### src/rtl/exp_align_stage.sv
// rtl/exp_align_stage.sv - FP add front end: exponent compare, significand swap and iterative alignment.
// Optional EXPALIGN_OVERLAP_EN: accept a new pair on the same edge the previous result is consumed.
module exp_align_stage #(
  parameter int EW  = 11,
  parameter int MW  = 53,
  parameter int SPC = 8
) (
  input  logic            clk,
  input  logic            reset,
  input  logic            in_valid,
  output logic            in_ready,
  input  logic [EW-1:0]   exp_a,
  input  logic [EW-1:0]   exp_b,
  input  logic [MW-1:0]   sig_a,
  input  logic [MW-1:0]   sig_b,
  output logic            out_valid,
  input  logic            out_ready,
  output logic            sel,
  output logic [EW-1:0]   exp_diff,
  output logic [MW-1:0]   sig_big,
  output logic [MW+2:0]   sig_aligned,
  output logic            busy
);

  localparam int SW = MW + 3;
  localparam int RW = $clog2(SW + 1);

  typedef enum logic [1:0] {IDLE, SHIFT, DONE} state_t;

  state_t        state;
  logic [SW-1:0] sh;
  logic [RW-1:0] rem;

  logic          sel_n;
  logic [EW-1:0] diff_n;
  logic [SW-1:0] sh_init;
  logic [RW-1:0] rem_init;
  logic [RW-1:0] k;
  logic [SW-1:0] shifted;
  logic [SW-1:0] lost_mask;
  logic [SW-1:0] sh_next;
  logic [RW-1:0] rem_next;
  logic          accept;

`ifdef EXPALIGN_OVERLAP_EN
  assign in_ready = (state == IDLE) || (state == DONE && out_ready);
`else
  assign in_ready = (state == IDLE);
`endif

  assign accept = in_valid && in_ready;

  always_comb begin
    sel_n   = (exp_b > exp_a);
    // Subtract in the ordered direction so the magnitude never wraps.
    diff_n  = sel_n ? (exp_b - exp_a) : (exp_a - exp_b);
    sh_init = {(sel_n ? sig_a : sig_b), 3'b000};
    if (32'(diff_n) >= SW) rem_init = RW'(SW);
    else                   rem_init = RW'(diff_n);
  end

  always_comb begin
    k         = (rem > RW'(SPC)) ? RW'(SPC) : rem;
    shifted   = sh >> k;
    lost_mask = ~({SW{1'b1}} << k);
    // Old bit0 is the running sticky; fold in everything shifted out this step.
    sh_next   = {shifted[SW-1:1], shifted[0] | (|(sh & lost_mask)) | sh[0]};
    rem_next  = rem - k;
  end

  always_ff @(posedge clk) begin
    if (reset) begin
      state       <= IDLE;
      sh          <= '0;
      rem         <= '0;
      out_valid   <= 1'b0;
      sel         <= 1'b0;
      exp_diff    <= '0;
      sig_big     <= '0;
      sig_aligned <= '0;
      busy        <= 1'b0;
    end else if (accept) begin
      sel      <= sel_n;
      exp_diff <= diff_n;
      sig_big  <= sel_n ? sig_b : sig_a;
      sh       <= sh_init;
      rem      <= rem_init;
      busy     <= 1'b1;
      if (rem_init == '0) begin
        state       <= DONE;
        out_valid   <= 1'b1;
        sig_aligned <= sh_init;
      end else begin
        state     <= SHIFT;
        out_valid <= 1'b0;
      end
    end else begin
      case (state)
        SHIFT: begin
          sh  <= sh_next;
          rem <= rem_next;
          if (rem_next == '0) begin
            state       <= DONE;
            out_valid   <= 1'b1;
            sig_aligned <= sh_next;
          end
        end
        DONE: begin
          if (out_ready) begin
            state     <= IDLE;
            out_valid <= 1'b0;
            busy      <= 1'b0;
          end
        end
        default: ;
      endcase
    end
  end

endmodule

### config.mk
export PLATFORM = sky130hd
export DESIGN_NAME = exp_align_stage
export DESIGN_NICKNAME = d
export VERILOG_FILES = /design/src/rtl/exp_align_stage.sv
export SDC_FILE = /design/constraint.sdc
export NUM_CORES = 1
export LEC_CHECK = 0
export CELL_PAD_IN_SITES_DETAIL_PLACEMENT = 2
export CELL_PAD_IN_SITES_GLOBAL_PLACEMENT = 2
export CORE_ASPECT_RATIO = 0.75
export CORE_MARGIN = 2
export CORE_UTILIZATION = 32
export CTS_CLUSTER_DIAMETER = 80
export DETAILED_ROUTE_END_ITERATION = 8
export HOLD_SLACK_MARGIN = 0.1
export PLACE_DENSITY_LB_ADDON = 0.25
export SYNTH_ARGS = -nofsm -noshare
export SYNTH_HDL_FRONTEND = slang
export SYNTH_SLANG_ARGS = --single-unit
### constraint.sdc
create_clock -name clk -period 6.1 [get_ports clk]
set_input_delay 1.83 -clock clk [delete_from_list [all_inputs] [get_ports clk]]
set_output_delay 1.83 -clock clk [all_outputs]
set_load 0.005 [all_outputs]
Word-level counts from Yosys, hierarchy flattened
Index checks and enable logic that the tools add are counted.
{"block": "word_totals", "reg_bits": 187, "latchBits": 0, "ramBits": 0, "mem_bits_ro": 0, "in_bits": 132, "out_inout_bits": 124, "word_cells": 66, "n_memories": 0}
{"block": "classes", "n_addsub": 3, "mul": 0, "n_div": 0, "n_lt_le_gt_ge": 3, "n_eq_ne": 5, "shift": 2, "n_mux": 25, "n_bitwise": 4, "n_reduce_logical": 14}
{"op": "$mux 56", "count": 6}
{"op": "$mux 53", "count": 2}
{"op": "$and 56x56->56", "count": 1}
{"op": "$not 56->56", "count": 1}
{"op": "$reduce_or 56->1", "count": 1}
{"op": "$shl 56x6->56 const A", "count": 1}
{"op": "$shr 56x6->56", "count": 1}
{"op": "$mux 6", "count": 4}
{"op": "$sub 11x11->11", "count": 2}
{"op": "$logic_not 6->1", "count": 2}
{"op": "$ge 11x6->1 const B", "count": 1}
{"op": "$gt 11x11->1", "count": 1}
{"op": "$mux 11", "count": 1}
{"op": "$mux 2", "count": 4}
{"op": "$reduce_bool 2->1", "count": 4}
{"op": "$gt 6x4->1 const B", "count": 1}
{"op": "$mux 1", "count": 6}
{"op": "$ne 3x3->1 const B", "count": 2}
{"op": "$reduce_and 3->1", "count": 2}
{"op": "$sub 6x6->6", "count": 1}
{"op": "$pmux 2 s2", "count": 1}
{"op": "$reduce_bool 3->1", "count": 1}
{"op": "$eq 2x1->1 const B", "count": 1}
{"op": "$eq 2x2->1 const B", "count": 1}
{"op": "7 further kinds", "count": 8}

Longest topological paths before layout
Gate-level depths: netlist of run 1.
{"block": "logic_depth", "depth_word": 11, "mapped_depth": 15, "ltp_nobuf": 12}

Least setup slack after synthesis of run 1
OpenSTA, ideal clock, no wires.
{"block": "synth_timing", "path_type": "input to register", "startpoint": "input port exp_a[8]", "endpoint": "register sig_aligned[54]", "setup_ns": 0.133, "arrival_ns": 4.393, "required_ns": 5.967, "path_slack_ns": 1.574, "cell_stages": 14, "n_path_buf": 3, "cell_sequence": "inv_1 > ha_1 > buf_2 > a211o_1 > a21oi_4 > a21o_2 > a21oi_1 > nor4_1 > nor4_4 > and4_1 > buf_4 > buf_6 > nor3_1 > a211oi_2"}
{"block": "synth_between", "elab_chain_cells": 7, "word_cells_on_any_way": 12, "classes_between": "2 x add/sub; 2 x order compare; 1 x eq/ne; 5 x mux; 2 x reduce/logical"}
{"item": "start: declaration", "line_no": "12", "source": "input logic [EW-1:0] exp_a,"}
{"item": "$sub 11x11->11 / $gt 11x11->1 (equally long branches)", "line_no": "56, 54"}
{"item": "$mux 11", "line_no": "56", "source": "diff_n = sel_n ? (exp_b - exp_a) : (exp_a - exp_b);"}
{"item": "$ge 11x6->1", "line_no": "58", "source": "if (32'(diff_n) >= SW) rem_init = RW'(SW);"}
{"item": "$mux 6", "line_no": "58"}
{"item": "$logic_not 6->1", "line_no": "89", "source": "if (rem_init == '0) begin"}
{"item": "$ne 2x1->1 (no source line)"}
{"item": "$reduce_and 3->1 (no source line)"}
{"item": "end signal: assignment", "line_no": "92", "source": "sig_aligned <= sh_init;"}
{"item": "end signal: assignment", "line_no": "105", "source": "sig_aligned <= sh_next;"}
{"item": "end: declaration", "line_no": "21", "source": "output logic [MW+2:0] sig_aligned,"}
Parallel ways exist; a longest one is shown, timed or not. The select of a mux whose other input is x is not followed.
A chain may end at the register's enable or synchronous reset.

Final worst setup path of run 1
{"block": "layout_timing", "startpoint": "input port exp_a[8]", "endpoint": "register rem[0]"}
{"block": "layout_between", "elab_chain_cells": 5, "word_cells_on_any_way": 7, "classes_between": "2 x add/sub; 2 x order compare; 3 x mux"}
{"item": "$sub 11x11->11 / $gt 11x11->1 (equally long branches)", "line_no": "56, 54"}
{"item": "$mux 11 *", "line_no": "56"}
{"item": "$ge 11x6->1", "line_no": "58"}
{"item": "$mux 6 *", "line_no": "58"}
{"item": "$mux 6 *", "line_no": "82", "source": "end else if (accept) begin"}
{"item": "end signal: assignment", "line_no": "87", "source": "rem <= rem_init;"}
{"item": "end signal: assignment", "line_no": "101", "source": "rem <= rem_next;"}
{"item": "end: declaration", "line_no": "32", "source": "logic [RW-1:0] rem;"}
Every way passes the cells marked *; elsewhere a longest branch is shown, timed or not.

==> out/metrics.yaml, run 1 <==
run_status: "complete, no violations"
critPathMaxStageDelay_ns: 0.50
asyncSetResetFlopFracSynth: 0
worst_r2r_path_depth: 12
clkLatencyLatePin_ns: 0.46
hpwlAfterDp_um: 37000
leakagePower_nw: 5.90
cts_made_buffers: 17
drive_above_1_share: 0.0735
postSynthRegisterBits: 186
synth.top_cells.by_area: "dfxtp_1 (30%), mux2i_1 (13%), nor2_1 (6.8%)"
ctsRootBufferMaster: "clkbuf_16"
finalSetupTns_ns: 0
fin_hold_ws_ns: 0.452
grt_antenna_before_repair: 0
timing.reg2reg.setup_slack_ns: 2.18
power_density_nw_per_um2: 252
num-fill-cells: 4330
fp.coreArea_um2: 38100
yosysTopAreaCell: "dfxtp_1"
max-slew-margin-rel: 0.236
synthDominantCellAreaShare: 0.303
crit_path_top_delay_cell: "ha_1"
initial_core_util: 0.323
first_iter_violations: 689
io_buffer_count: 255
finClkSkew_ns: 0.0165
drc: 0
ys_top_cells_by_count: "nor2_1 (222), nand2_1 (201), dfxtp_1 (186)"
htreeDepth: 4
cts_tree: "yes"
final.min_clock_period_ns: 5.23
floorplan.rows: 62
grt-ovfl-total: 0
timing.hold.worst_endpoint: "sig_aligned[9]"
period_share: 0.857
number_of_cells_produced_by_synthesis: 1584
worst_slack_ns: 0.870
post_cts_resize_count: 0
timing.final.setup_violations: 0
r2r-start: "rem[2]"
fp.dieArea_um2: 40000
place_congestion: 0.872
whs_path_depth: 2
ys.flop_type: "dfxtp_1"
number_of_global_route_vias_before_repair: 13200
warnings_synthesis: 0
vias: 12700
post-cts-setup-buffers: 0
worstPathMaxFanout: 9
detail_route.vias_per_cell: 5.61
timing.rr.end: "sig_aligned[22]"
flow.area_growth_from_synthesis_pct: 28.3
worstPathArrival_ns: 5.60
ant_nets: 0
gr-usage-all-layers: 0.252
synth_most_common_cell: "nor2_1"
preCtsSetupSlack_ns: 0.436
die_w_um: 230
synth_seq_area_share: 0.303
final-seq-area_um2: 3720
ordered_cell_list_for_the_critical_path: "clkdlybuf4s50_1 -> inv_1 -> ha_1 -> nand4_2 -> nor4_2 -> a21o_2 -> a21o_2 -> a221oi_2 -> nor4_4 -> and2_1 -> or4b_1 -> a21oi_1"
design.portCount: 256
syn_nets: 1740
max_slew.worst_pin.slew_ns: 1.14
hold_path.class: "flip-flop to flip-flop"
rsz0062_at_grt: "false"
die-height_um: 174
num-nets-final: 1897
cp-end-kind: "flip-flop"
hp_start: "sig_aligned[9]"
critical_path_required_ns: 6.47
synthesis.area_per_instance_um2: 7.76
synth.lib_cells_used.distinct: 76
mappedNetlistArea_um2: 12300
cts_hold_buf: 0
post_drt_wl_per_cell_um: 22.4
cts_max_path_buffers: 2
grt_max_degree: 121
multiInputGateArea_um2: 7920
category_of_the_critical_setup_timing_path: "primary input to flip-flop"
drv_slew: 0
clkSlewWorstSetupHoldPaths_ns: 0.07
grt_first_pass_wirelength_um: 79900
fmax_mhz: 191
first_pass_iters: 5
maxCapViolations: 0
worst_ir_drop_vdd_mv: 0.175
synth-edff-count: 0
most_common_cell_on_crit_path: "a21o_2"
postRouteWirelength_um: 50800
cts.sinks: 186
final_hold_viol_count: 0
critPathLaunchType: "primary input"
-- state kept, by name, indices dropped and copies added (netlist names), 6 cells and up --
name / flops
exp_diff: 11
rem: 6
sh: 56
sig_aligned: 56
sig_big: 53
-- where the power goes --
part	switching, W	internal [W]	leakage (nW)
clock network	0.000573	0.000585	0.266
logic	0.000798	0.000564	4.11
registers	0.000124	0.00132	1.52
total	0.00150	0.00247	5.90
-- cells by family after synthesis --
group | share of synthesized area
other cells | 0.000305
buf+inv | 0.0576
fa+ha+maj | 0.0256
xor+xnor | 0.00285
mux | 0.173
simple gates | 0.198
flops | 0.303
compound gates | 0.239
-- critical path, delay by kind of cell --
kind                       cells  cell delay, ns
buffers and inverters          2            0.55
adders and majority gates      1            0.50
AOI/OAI and AO/OA              4            0.78
and+or+nand+nor                5            1.93
-- layout make-up --
class / count / share of cell area
repair buffers: 281 / 0.177
inverters: 32 / 0.00761
clock buffers: 19 / 0.0281
multi-input cells: 1223 / 0.502
flip-flops and latches: 186 / 0.236
well taps: 512 / 0.0406
diodes: 1 / 0.000159
clock inverters: 13 / 0.00833
-- worst max path at each step --
stage	from	end	slack (ns)	cells past startpoint
3_5_place_dp	exp_a[8]	rem[0]	0.44	12
4_1_cts	exp_a[8]	rem[0]	0.90	12
2_1_floorplan	exp_a[8]	sig_aligned[54]	1.57	14
5_1_grt	exp_a[8]	sig_aligned[55]	0.65	13
6_report	exp_a[8]	rem[0]	0.87	12
3_3_place_gp	exp_a[8]	rem[0]	0.58	12
-- metrics by stage --
stage	utilization	cells	area [um^2]	power [W]
after floorplan	-	1584	12300	0.00227
after global placement	0.399	2234	15200	0.00277
after detailed placement	0.399	2234	15200	0.00283
after CTS	0.414	2266	15800	0.00400
after global routing	0.414	2266	15800	0.00420
final	0.414	2267	15800	0.00397
-- cell usage in the layout (no fill, tap or decap), types with 3 or more instances in the layout --
cell type and n:
a211oi_1 86, a21boi_0 4, a21o_1 3, a21oi_1 155, a221oi_1 4, a311oi_1 53, a31oi_1 8, and2_1 5
and3_1 34, buf_12 4, buf_4 23, clkbuf_16 17, clkdlybuf4s50_1 254, clkinvlp_4 5, dfxtp_1 185, ha_1 22
inv_1 31, inv_6 6, mux2_2 36, mux2i_1 161, mux4_2 5, nand2_1 200, nand2b_1 7, nand3_1 13
nand4_1 3, nor2_1 221, nor2b_1 9, nor3_1 23, nor4_1 6, nor4b_2 3, o211ai_1 5, o21a_1 41
o21ai_0 33, o21ai_1 9, o21bai_1 3, o221ai_1 3, o22a_1 3, o31ai_1 3, or3_1 5, xnor2_1 3
-- metal layers --
layer  global-route usage  share of wire
met5                    0              0
met3               0.0372          0.031
met2                0.408           0.46
met4               0.0379         0.0084
met1                0.359           0.50
Note: power is estimated with default switching activity, not from simulation.
==> run 2, diff against run 1 <==
--- a/config.mk
+++ b/config.mk
@@ -5,11 +5,12 @@
 export SDC_FILE = /design/constraint.sdc
 export NUM_CORES = 1
 export LEC_CHECK = 0
+export ABC_AREA = 1
 export CELL_PAD_IN_SITES_DETAIL_PLACEMENT = 2
 export CELL_PAD_IN_SITES_GLOBAL_PLACEMENT = 2
 export CORE_ASPECT_RATIO = 0.75
 export CORE_MARGIN = 2
-export CORE_UTILIZATION = 32
+export CORE_UTILIZATION = 29
 export CTS_CLUSTER_DIAMETER = 80
 export DETAILED_ROUTE_END_ITERATION = 8
 export HOLD_SLACK_MARGIN = 0.1
==> out/metrics.yaml, run 2 <==
run_status: "complete, no violations"  # unchanged
final_hold_viol_count: 0  # unchanged
num-nets-final: 2261  # was 1897
floorplan.rows: 64  # was 62
synth_compound_gate_area_share: 0.265  # was 0.239
grt_max_degree: 110  # was 121
grt_first_pass_wirelength_um: 91300  # was 79900 um
die_w_um: 240  # was 230 um
leakagePower_nw: 6.63  # was 5.90 nW
ant_nets: 0  # unchanged
groute.layer.met2.usage: 0.402  # was 0.408
finClkSkew_ns: 0.0136  # was 0.0165 ns
fp.dieArea_um2: 43500  # was 40000 um^2
vias: 14400  # was 12.7k
cts_tree: "yes"  # unchanged
asyncSetResetFlopFracSynth: 0  # unchanged
cts_max_path_buffers: 2  # unchanged
hpwlAfterDp_um: 46400  # was 37000 um
postSynthRegisterBits: 186  # unchanged
grt_antenna_before_repair: 7  # was 0
yosysTopAreaCell: "dfxtp_1"  # unchanged
syn_nets: 2098  # was 1740
final_design_area_no_fill_um2: 15700  # was 15800 um^2
max-slew-margin-rel: 0.210  # was 0.236
max_slew.worst_pin.slew_ns: 1.18  # was 1.14 ns
fmax_mhz: 188  # was 191 MHz
critPathLaunchType: "primary input"  # unchanged
synth-edff-count: 0  # unchanged
drv_slew: 0  # unchanged
clkSlewWorstSetupHoldPaths_ns: 0.09  # was 0.07 ns
io_buffer_count: 255  # unchanged
timing.final.setup_violations: 0  # unchanged
most-common-layout-cells: "nand2_1 (408), o21ai_0 (318), clkdlybuf4s50_1 (255), nor2_1 (231), inv_1 (198)"  # was clkdlybuf4s50_1 (254), nor2_1 (221), nand2_1 (200), dfxtp_1 (185), mux2i_1 (161)
flow.area_growth_from_synthesis_pct: 29.1  # was 28.3%
htreeDepth: 4  # unchanged
synth.top_cells.by_area: "dfxtp_1 (31%), o21ai_0 (13%), nand2_1 (13%)"  # was dfxtp_1 (30%), mux2i_1 (13%), nor2_1 (6.8%)
mappedNetlistArea_um2: 12100  # was 12300 um^2
clkLatencyLatePin_ns: 0.47  # was 0.46 ns
ys.flop_type: "dfxtp_1"  # unchanged
hold_path.class: "flip-flop to flip-flop"  # unchanged
synth_most_common_cell: "nand2_1"  # was nor2_1
die-height_um: 181  # was 174 um
ys_top_cells_by_count: "nand2_1 (409), o21ai_0 (318), nor2_1 (236)"  # was nor2_1 (222), nand2_1 (201), dfxtp_1 (186)
drc: 0  # unchanged
cts_hold_buf: 0  # unchanged
post_cts_resize_count: 0  # unchanged
ctsRootBufferMaster: "clkbuf_16"  # unchanged
detail_route.vias_per_cell: 5.38  # was 5.61
synthXorXnorAreaFrac: 0.00722  # was 0.00285
number_of_global_route_vias_before_repair: 14700  # was 13.2k
initial_core_util: 0.296  # was 0.323
category_of_the_critical_setup_timing_path: "primary input to flip-flop"  # unchanged
yosys-mux-area-fraction: 0.00495  # was 0.173
first_pass_iters: 5  # unchanged
top_usage_layer: "met1"  # was met2
synthAdderAreaFrac: 0.0260  # was 0.0256
synthesis.area_per_instance_um2: 6.24  # was 7.76 um^2
dominant_combinational_cell_family_by_area_after_synthesis: "simple AND/OR/NAND/NOR gates"  # was compound AO/OA/AOI/OAI gates
worstPathArrival_ns: 5.68  # was 5.60 ns
warnings_synthesis: 0  # unchanged
synthDominantCellAreaShare: 0.307  # was 0.303
cp-end-kind: "flip-flop"  # unchanged
maxCapViolations: 0  # unchanged
dpl_cell_area_um2: 15100  # was 15200 um^2
power_density_nw_per_um2: 257  # was 252 nW/um^2
synth.lib_cells_used.distinct: 46  # was 76
critical_path_required_ns: 6.46  # was 6.47 ns
met1_track_usage_gr: 0.421  # was 0.359
cts_made_buffers: 17  # unchanged
largest_registers: "sh: 56 flops, sig_aligned: 56 flops, sig_big: 53 flops"  # unchanged
first_iter_violations: 1027  # was 689
final.min_clock_period_ns: 5.33  # was 5.23 ns
rsz0062_at_grt: "false"  # unchanged
design.portCount: 256  # unchanged
post-cts-setup-buffers: 0  # unchanged
worstPathMaxFanout: 43  # was 9
fp.coreArea_um2: 41000  # was 38100 um^2
drive_above_1_share: 0.0486  # was 0.0735
period_share: 0.873  # was 0.857
grt-ovfl-total: 0  # unchanged
synth_simple_gate_area_share: 0.272  # was 0.198
post_drt_wl_per_cell_um: 22.7  # was 22.4 um
gr-usage-all-layers: 0.276  # was 0.252
final_common_cell: "nand2_1"  # was clkdlybuf4s50_1
finalSetupTns_ns: 0  # unchanged
grt_util_met3: 0.0539  # was 0.0372
synth_seq_area_share: 0.307  # was 0.303
number_of_cells_produced_by_synthesis: 1942  # was 1584
worst_ir_drop_vdd_mv: 0.211  # was 0.175 mV
cts.sinks: 186  # unchanged
postRouteWirelength_um: 60800  # was 50800 um
place_congestion: 0.910  # was 0.872
timing.reg2reg.setup_slack_ns: 2.05  # was 2.18 ns
## run 2: through the flow
| step | setup WS [ns] | hold slack (ns) | utilization | cells | total power, W |
|---|---|---|---|---|---|
| after floorplan | 2.06 | 0.442 | - | 1942 | 0.00216 |
| after global placement | 0.587 | 0.438 | 0.367 | 2647 | 0.00279 |
| final | 0.775 | 0.464 | 0.382 | 2680 | 0.00403 |
| after detailed placement | 0.384 | 0.447 | 0.367 | 2647 | 0.00284 |
| after global routing | 0.603 | 0.491 | 0.382 | 2679 | 0.00424 |
| after CTS | 0.905 | 0.469 | 0.382 | 2679 | 0.00403 |
## run 2: cell families (layout without fill, tap and decap cells)
kind of cell | after synthesis | in the layout
AO/OA/AOI/OAI | 568 | 568
XOR/XNOR | 10 | 10
adder cells (fa/ha/maj) | 24 | 24
buffers and inverters | 346 | 522
flip-flops | 186 | 186
multiplexers | 6 | 6
other | 1 | 2
AND/OR/NAND/NOR | 801 | 801
## run 2: worst max-delay path: stages
cell and delay (ns):
clkdlybuf4s50_1 0.49, inv_1 0.05, ha_1 0.48, nand2_1 0.18, o21ai_0 0.44, nand2_1 0.14
nand2_1 0.10, nand2_1 0.07, nand2_1 0.09, nand2_1 0.05, nand2_1 0.15, nand2_1 0.11
nor2_4 0.14, nand3_2 0.10, nor2_2 0.17, nand3_4 0.31, buf_12 0.31, a21oi_1 0.37
nor2_1 0.09
## run 2: worst paths after layout
path / from / to / cells after the start
worst max-delay path: exp_a[2] / sig_aligned[45] / 19
worst min-delay path: sig_big[37] / sig_big[37] / 2
worst max register to register: rem[4] / sig_aligned[21] / 13
worst min register to register: sig_big[37] / sig_big[37] / 2
## run 2: layer usage
| metal | part of all wire | routed length (um) |
|---|---|---|
| met2 | 0.41 | 24800 |
| met3 | 0.068 | 4100 |
| met5 | 0.00082 | 50 |
| met4 | 0.011 | 646 |
| met1 | 0.51 | 31100 |
## run 2: report_power, final
| part | leakage [nW] | total, W | switching, W | internal, W |
|---|---|---|---|---|
| clock | 0.293 | 0.00118 | 0.000625 | 0.000554 |
| combinational | 4.81 | 0.00143 | 0.000951 | 0.000484 |
| sequential | 1.53 | 0.00141 | 0.0000804 | 0.00133 |
| total | 6.63 | 0.00403 | 0.00166 | 0.00237 |
## run 2: final cells by class
| type | instances | area [um^2] |
|---|---|---|
| Sequential cell | 186 | 3720 |
| Antenna cell | 1 | 2.50 |
| Clock inverter | 15 | 175 |
| Multi-Input combinational cell | 1410 | 7030 |
| Tap cell | 561 | 702 |
| Clock buffer | 17 | 425 |
| Fill cell | 5031 | 25300 |
| Timing Repair Buffer | 284 | 2820 |
| Inverter | 206 | 774 |
==> run 3, diff against run 2 <==
--- a/config.mk
+++ b/config.mk
@@ -5,12 +5,11 @@
 export SDC_FILE = /design/constraint.sdc
 export NUM_CORES = 1
 export LEC_CHECK = 0
-export ABC_AREA = 1
 export CELL_PAD_IN_SITES_DETAIL_PLACEMENT = 2
 export CELL_PAD_IN_SITES_GLOBAL_PLACEMENT = 2
 export CORE_ASPECT_RATIO = 0.75
 export CORE_MARGIN = 2
-export CORE_UTILIZATION = 29
+export CORE_UTILIZATION = 32
 export CTS_CLUSTER_DIAMETER = 80
 export DETAILED_ROUTE_END_ITERATION = 8
 export HOLD_SLACK_MARGIN = 0.1
==> results of run 3 <==
Final layout, timing and power as in run 1 (identical DEF).
